### config.mk
export PLATFORM = sky130hd
export DESIGN_NAME = imem_loader_flat
export DESIGN_NICKNAME = d
export VERILOG_FILES = /design/src/rtl/imem_loader_if.sv /design/src/rtl/imem_loader.sv /design/src/flat_wrapper.sv
export SDC_FILE = /design/constraint.sdc
export NUM_CORES = 1
export LEC_CHECK = 0
export CORE_UTILIZATION = 50
export DETAILED_ROUTE_END_ITERATION = 16
export GPL_TIMING_DRIVEN = 0
export PLACE_DENSITY = 0.84
export SYNTH_ARGS = -nofsm -noshare
export SYNTH_HDL_FRONTEND = slang
export SYNTH_SLANG_ARGS = --single-unit
export TNS_END_PERCENT = 30
### constraint.sdc
create_clock -name clk -period 2.2 [get_ports clk]
set_input_delay 0.22 -clock clk [delete_from_list [all_inputs] [get_ports clk]]
set_output_delay 0.22 -clock clk [all_outputs]
set_load 0.01 [all_outputs]
### src/rtl/imem_loader_if.sv
// Byte-stream input and instruction-memory write port of the program loader.
// The master modport is the loader; the slave modport is the host plus the memory.
interface imem_loader_if #(
   parameter int AW = 8
);
   logic [7:0]    in_data;
   logic          in_valid;
   logic          in_ready;
   logic          imem_we;
   logic [AW-1:0] imem_addr;
   logic [15:0]   imem_wdata;

   modport master (
      input  in_data, in_valid,
      output in_ready, imem_we, imem_addr, imem_wdata
   );

   modport slave (
      output in_data, in_valid,
      input  in_ready, imem_we, imem_addr, imem_wdata
   );
endinterface

### src/rtl/imem_loader.sv
// Program loader: big-endian length + word stream into imem, holds the CPU in clear until done.
// Define LOADER_CSUM_EN to require a trailing XOR checksum byte before releasing the CPU.
//
// state   | meaning
// --------+-----------------------------------------------------------
// IDLE    | after reset, waiting for start
// LEN_HI  | expecting word count bits 15:8
// LEN_LO  | expecting word count bits 7:0, range-checked on accept
// DATA_HI | expecting high byte of next word
// DATA_LO | expecting low byte; write issued the following cycle
// CSUM    | expecting XOR of all stream bytes (LOADER_CSUM_EN only)
// DONE    | program loaded, CPU released
// ERR     | load aborted, CPU held in clear
module imem_loader #(
   parameter int AW = 8
) (
   input  logic          clk,
   input  logic          clr_n,
   input  logic          ce,
   input  logic          start,
   imem_loader_if.master bus,
   output logic          cpu_clr,
   output logic          cpu_ce,
   output logic          done,
   output logic          err
);

   typedef enum logic [2:0] {
      S_IDLE,
      S_LEN_HI,
      S_LEN_LO,
      S_DATA_HI,
      S_DATA_LO,
`ifdef LOADER_CSUM_EN
      S_CSUM,
`endif
      S_DONE,
      S_ERR
   } state_t;

   localparam logic [16:0] CAP = 17'd1 << AW;

   state_t        state;
   logic          ready_q;
   logic          we_q;
   logic [AW-1:0] addr_q;
   logic [15:0]   wdata_q;
   logic [15:0]   len;
   logic [7:0]    hi;
   logic [AW:0]   cnt;
`ifdef LOADER_CSUM_EN
   logic [7:0]    csum;
`endif

   logic          xfer;
   logic [15:0]   len_nx;
   logic [AW:0]   cnt_nx;
   logic          too_big;
   logic          last_word;

   assign bus.in_ready   = ready_q & ce;
   assign bus.imem_we    = we_q & ce;
   assign bus.imem_addr  = addr_q;
   assign bus.imem_wdata = wdata_q;

   assign xfer      = bus.in_valid & bus.in_ready;
   assign len_nx    = {len[15:8], bus.in_data};
   assign cnt_nx    = cnt + {{AW{1'b0}}, 1'b1};
   assign too_big   = {1'b0, len_nx} > CAP;
   // Counter is one bit wider than the address so a full 2^AW load compares correctly.
   assign last_word = (17'(cnt_nx) == {1'b0, len});

   always_ff @(posedge clk or negedge clr_n) begin
      if (!clr_n) begin
         state   <= S_IDLE;
         ready_q <= 1'b0;
         we_q    <= 1'b0;
         addr_q  <= '0;
         wdata_q <= '0;
         len     <= '0;
         hi      <= '0;
         cnt     <= '0;
         cpu_clr <= 1'b1;
         cpu_ce  <= 1'b0;
         done    <= 1'b0;
         err     <= 1'b0;
`ifdef LOADER_CSUM_EN
         csum    <= '0;
`endif
      end else if (ce) begin
         we_q <= 1'b0;
         case (state)
            S_IDLE, S_DONE, S_ERR: begin
               if (start) begin
                  state   <= S_LEN_HI;
                  ready_q <= 1'b1;
                  cnt     <= '0;
                  cpu_clr <= 1'b1;
                  cpu_ce  <= 1'b0;
                  done    <= 1'b0;
                  err     <= 1'b0;
`ifdef LOADER_CSUM_EN
                  csum    <= '0;
`endif
               end
            end
            S_LEN_HI: begin
               if (xfer) begin
                  len[15:8] <= bus.in_data;
                  state     <= S_LEN_LO;
               end
            end
            S_LEN_LO: begin
               if (xfer) begin
                  len <= len_nx;
                  if (len_nx == 16'd0) begin
`ifdef LOADER_CSUM_EN
                     state   <= S_CSUM;
`else
                     state   <= S_DONE;
                     ready_q <= 1'b0;
                     done    <= 1'b1;
                     cpu_clr <= 1'b0;
                     cpu_ce  <= 1'b1;
`endif
                  end else if (too_big) begin
                     state   <= S_ERR;
                     ready_q <= 1'b0;
                     err     <= 1'b1;
                  end else begin
                     state <= S_DATA_HI;
                  end
               end
            end
            S_DATA_HI: begin
               if (xfer) begin
                  hi    <= bus.in_data;
                  state <= S_DATA_LO;
               end
            end
            S_DATA_LO: begin
               if (xfer) begin
                  we_q    <= 1'b1;
                  addr_q  <= cnt[AW-1:0];
                  wdata_q <= {hi, bus.in_data};
                  cnt     <= cnt_nx;
                  if (last_word) begin
`ifdef LOADER_CSUM_EN
                     state   <= S_CSUM;
`else
                     // Release lands on the write edge, so the word is in memory before the first fetch.
                     state   <= S_DONE;
                     ready_q <= 1'b0;
                     done    <= 1'b1;
                     cpu_clr <= 1'b0;
                     cpu_ce  <= 1'b1;
`endif
                  end else begin
                     state <= S_DATA_HI;
                  end
               end
            end
`ifdef LOADER_CSUM_EN
            S_CSUM: begin
               if (xfer) begin
                  ready_q <= 1'b0;
                  if (bus.in_data == csum) begin
                     state   <= S_DONE;
                     done    <= 1'b1;
                     cpu_clr <= 1'b0;
                     cpu_ce  <= 1'b1;
                  end else begin
                     state <= S_ERR;
                     err   <= 1'b1;
                  end
               end
            end
`endif
            default: begin
               state   <= S_IDLE;
               ready_q <= 1'b0;
            end
         endcase
`ifdef LOADER_CSUM_EN
         if (xfer && state != S_CSUM) csum <= csum ^ bus.in_data;
`endif
      end
   end

endmodule

### src/flat_wrapper.sv
// flat-port wrapper written by rule: the top's interface ports become plain ports
module imem_loader_flat 
#(
   parameter int AW = 8
)
  (clk, clr_n, ce, start, cpu_clr, cpu_ce, done, err, bus_in_data, bus_in_valid, bus_in_ready, bus_imem_we, bus_imem_addr, bus_imem_wdata);
  imem_loader_if #(.AW(AW)) bus_i ();
  input  logic clk;
  input  logic clr_n;
  input  logic ce;
  input  logic start;
  output logic cpu_clr;
  output logic cpu_ce;
  output logic done;
  output logic err;
  input wire logic [$bits(bus_i.in_data)-1:0] bus_in_data;
  input wire logic [$bits(bus_i.in_valid)-1:0] bus_in_valid;
  output wire logic [$bits(bus_i.in_ready)-1:0] bus_in_ready;
  output wire logic [$bits(bus_i.imem_we)-1:0] bus_imem_we;
  output wire logic [$bits(bus_i.imem_addr)-1:0] bus_imem_addr;
  output wire logic [$bits(bus_i.imem_wdata)-1:0] bus_imem_wdata;
  assign bus_i.in_data = bus_in_data;
  assign bus_i.in_valid = bus_in_valid;
  assign bus_in_ready = bus_i.in_ready;
  assign bus_imem_we = bus_i.imem_we;
  assign bus_imem_addr = bus_i.imem_addr;
  assign bus_imem_wdata = bus_i.imem_wdata;
  imem_loader #(.AW(AW)) u_core (.clk(clk), .clr_n(clr_n), .ce(ce), .start(start), .bus(bus_i), .cpu_clr(cpu_clr), .cpu_ce(cpu_ce), .done(done), .err(err));
endmodule
==> flow_summary.toml <==
[timing]
skew_ns = 0.00537
setup_viol = 0
relSlewSlack_pct = 46.5
final_hold_viol_count = 0
worstMarginPinSlew_ns = 0.803
period_share_pct = 99.7
fmax_mhz = 456
rsz0062_at_grt = "true"
fin_crit_ns = 2.19
finalSetupTns_ns = 0
slew_violations = 0

[synth]
synth_compound_area_share_pct = 10.8
ys_seq_area_share_pct = 50.3
synth_xor_area_share_pct = 3.24
ys_ff_latch = 65
yosys.area_share.simple_pct = 18.1
synth_top_family_by_area = "simple AND/OR/NAND/NOR gates"
yosysMostFrequentCell = "dfrtp_1"
synthesis.nets = 324
synth_top_cell_by_area = "dfrtp_1"
synthTopCellsByArea = "dfrtp_1, mux2_2, nand2_1"
synth_top_area_share_pct = 49.4
muxShareOfSynthArea_pct = 13.9
synth_ff_type = "dfrtp_1"
syn_avg_cell_area_um2 = 10.4
yosys_warnings = 0
netlist_instances = 310
synthArstFlopShare_pct = 100
ys_types = 49
synth_edf_count = 0
netlist_area_um2 = 3240
synthTopCellsByCount = "dfrtp_1, nand2_1, mux2_2"
synthAdderAreaFrac_pct = 0.386

[power_and_ir_drop]
power_density_nw_per_um2 = 1130
peakVddDrop_uv = 748
p_leak_nw = 1.75

[global_route]
grt_overflow = 0
gr-usage-all-layers_pct = 25.1
met1_usage_pct = 31.3
grt_pass1_wl_mm = 12.5
met3_usage_pct = 5.05
busiest_layer = "met2"
grt_pass1_vias = 2560
antenna_found_initial = 0
grt_util_met2_pct = 41.7
grt_max_degree = 36

[routing]
drt_iter0_markers = 229
routed-via-count = 2704
routed_via_density = 6.06
first_pass_iters = 6
ant_nets = 0
wirelength_mm = 7.97
post_drt_wl_per_cell_um = 17.9
drc_errors = 0

[hold_path]
min_path_type = "in -> reg"
min_to = "u_core.we_q"
min-delay-start = "ce"
hold_depth = 2

[die]
floorplan.initialDensity_pct = 53.1
dieArea_um2 = 6800
die_height_um = 82.5
io_pins = 43
die_width_um = 82.5
fp-row-count = 28
core_um2 = 6100

[setup_path]
r2r_cells = 6
endpoint_kind = "register"
worstSetupPathType = "reg -> reg"
critPathRequiredTime_ns = 2.47
start_kind = "register"
critPathMaxFanout = 4
arrival_ns = 2.46
cpPeakStageDelay_ns = 0.56
slowest_stage = "or4_4"
r2r_end = "u_core.cpu_clr"
crit_chain = "or4_4, nor4_4, o2111ai_2, a2111oi_4, nand4b_1, and3_1"
timing.rr.start = "u_core.len[12]"
rrSetupSlack_ns = 0.007

[finish]
final_cells = 446
diodes = 0
fillCellCount = 450
drive_gt1_share_pct = 22.4
multi_input_comb_area_um2 = 1580
regArea_um2 = 1630
nNetsFinal = 380
synthToLayoutAreaGrowth_pct = 26.2

[clock_tree]
path_clk_slew_ns = 0.07
cts_tree = "built"
cts_inserted_buffers = 9
cts_root_buf = "clkbuf_8"
clock_latency_ns = 0.34
cts.sinks = 65
htree_levels = 3
clk_path_buf_depth = 2

[placement]
gp_congestion = 0.863
hpwl_mm = 5.25
placed_cells = 427
portBuffers = 41

[status]
status = "complete, no violations"

[flow_run]
max_cap_viol_count = 0
[power by group]
| group | switching, mW | internal (mW) | total [mW] |
|---|---|---|---|
| clock | 0.441 | 0.632 | 1.07 |
| combinational | 0.817 | 0.840 | 1.66 |
| sequential | 0.300 | 1.58 | 1.88 |
| total | 1.56 | 3.05 | 4.61 |
[critical path, delay by kind of cell, from the launching register on]
family          cells  cell delay [ns]
compound gates      2             0.53
simple gates        4             1.20
flops               1             0.38
[placed cells by master (no fill, tap or decap), types with 2 or more instances in the layout]
| cell type | instances |
|---|---|
| xnor2_1 | 8 |
| buf_12 | 2 |
| o21ai_0 | 19 |
| buf_4 | 3 |
| and2_0 | 2 |
| inv_1 | 6 |
| clkbuf_1 | 12 |
| o211ai_1 | 2 |
| mux2_2 | 40 |
| o22ai_1 | 2 |
| nand2b_1 | 4 |
| dfrtp_1 | 62 |
| a21oi_1 | 7 |
| nor2_1 | 16 |
| and3_1 | 5 |
| nand2_1 | 42 |
| nand3b_1 | 4 |
| o41ai_1 | 2 |
| nor3_1 | 4 |
| xor2_1 | 4 |
| clkbuf_2 | 3 |
| or4_1 | 2 |
| bufinv_16 | 2 |
| nand4b_1 | 2 |
| dfrtp_2 | 2 |
| nand4_1 | 4 |
| clkinv_2 | 3 |
| nor4_1 | 4 |
| clkdlybuf4s50_1 | 39 |
| o31ai_1 | 5 |
| buf_2 | 5 |
| clkbuf_8 | 9 |
| nor4b_2 | 2 |
| a21boi_0 | 2 |
| nand3_1 | 11 |
[worst max-delay path by stage]
stage | start | slack [ns] | cells past startpoint | end
floorplan | u_core.cnt[0] | 0.11 | 8 | u_core.cpu_clr
global placement | clr_n | -1.08 | 1 | u_core.state[0]
finish | u_core.len[12] | 0.007 | 6 | u_core.cpu_clr
global route | u_core.state[2] | -0.10 | 6 | u_core.cnt[6]
detailed placement | ce | -0.54 | 5 | u_core.bus.imem_addr[7]
CTS | u_core.cnt[0] | 0.01 | 7 | u_core.cpu_clr
[what timing repair did]
action	4_1_cts	5_1_grt
hold buffers	1	0
buffers inserted	0	3
endpoints found under the setup margin	24	39
hold endpoints to repair	34	0
gates resized for setup	4	18
pin swaps	1	1
cloned	0	0
[stage by stage]
step                      power (mW)  instance area [µm²]  hold WS (ns)  utilization (%)  setup slack, ns
final                           4.61                 4090         0.354             67.1          0.00668
after global placement          3.35                 3740         0.451             61.4            -1.08
after detailed placement        3.44                 3760         0.345             61.7           -0.538
after floorplan                 2.84                 3240       -0.0756                -            0.114
after global routing            4.87                 4090         0.390             67.1           -0.102
after CTS                       4.54                 4000         0.472             65.6           0.0102
[metal layers]
metal	vias to the layer above	share of wire, %
li1	1227	-
met1	1337	40
met2	108	50
met3	32	6.3
met4	0	3.5
met5	-	0
[sequential cells by signal, summed over array words and instances (netlist names)]
name / count
u_core.cnt: 9
u_core.bus.imem_wdata: 16
u_core.ready_q: 1
u_core.cpu_clr: 1
u_core.we_q: 1
u_core.hi: 8
u_core.err: 1
u_core.len: 16
u_core.bus.imem_addr: 8
u_core.cpu_ce: 1
u_core.state: 3
[cell type report]
type / count / share of cell area (%)
clock inverter: 6 / 2.02
inverter: 6 / 0.551
sequential: 65 / 39.9
tap: 75 / 2.29
timing repair buffer: 46 / 11.6
multi-input combinational: 219 / 38.5
buffer: 19 / 2.05
clock buffer: 10 / 3.12
[cells by family after synthesis]
group	count (synthesis)
and+or+nand+nor	113
DFF	65
AOI/OAI and AO/OA	53
muxes	40
buffers and inverters	26
xor gates and xnor gates	12
adders and majority gates	1
Power figures use the tool's default switching activity.
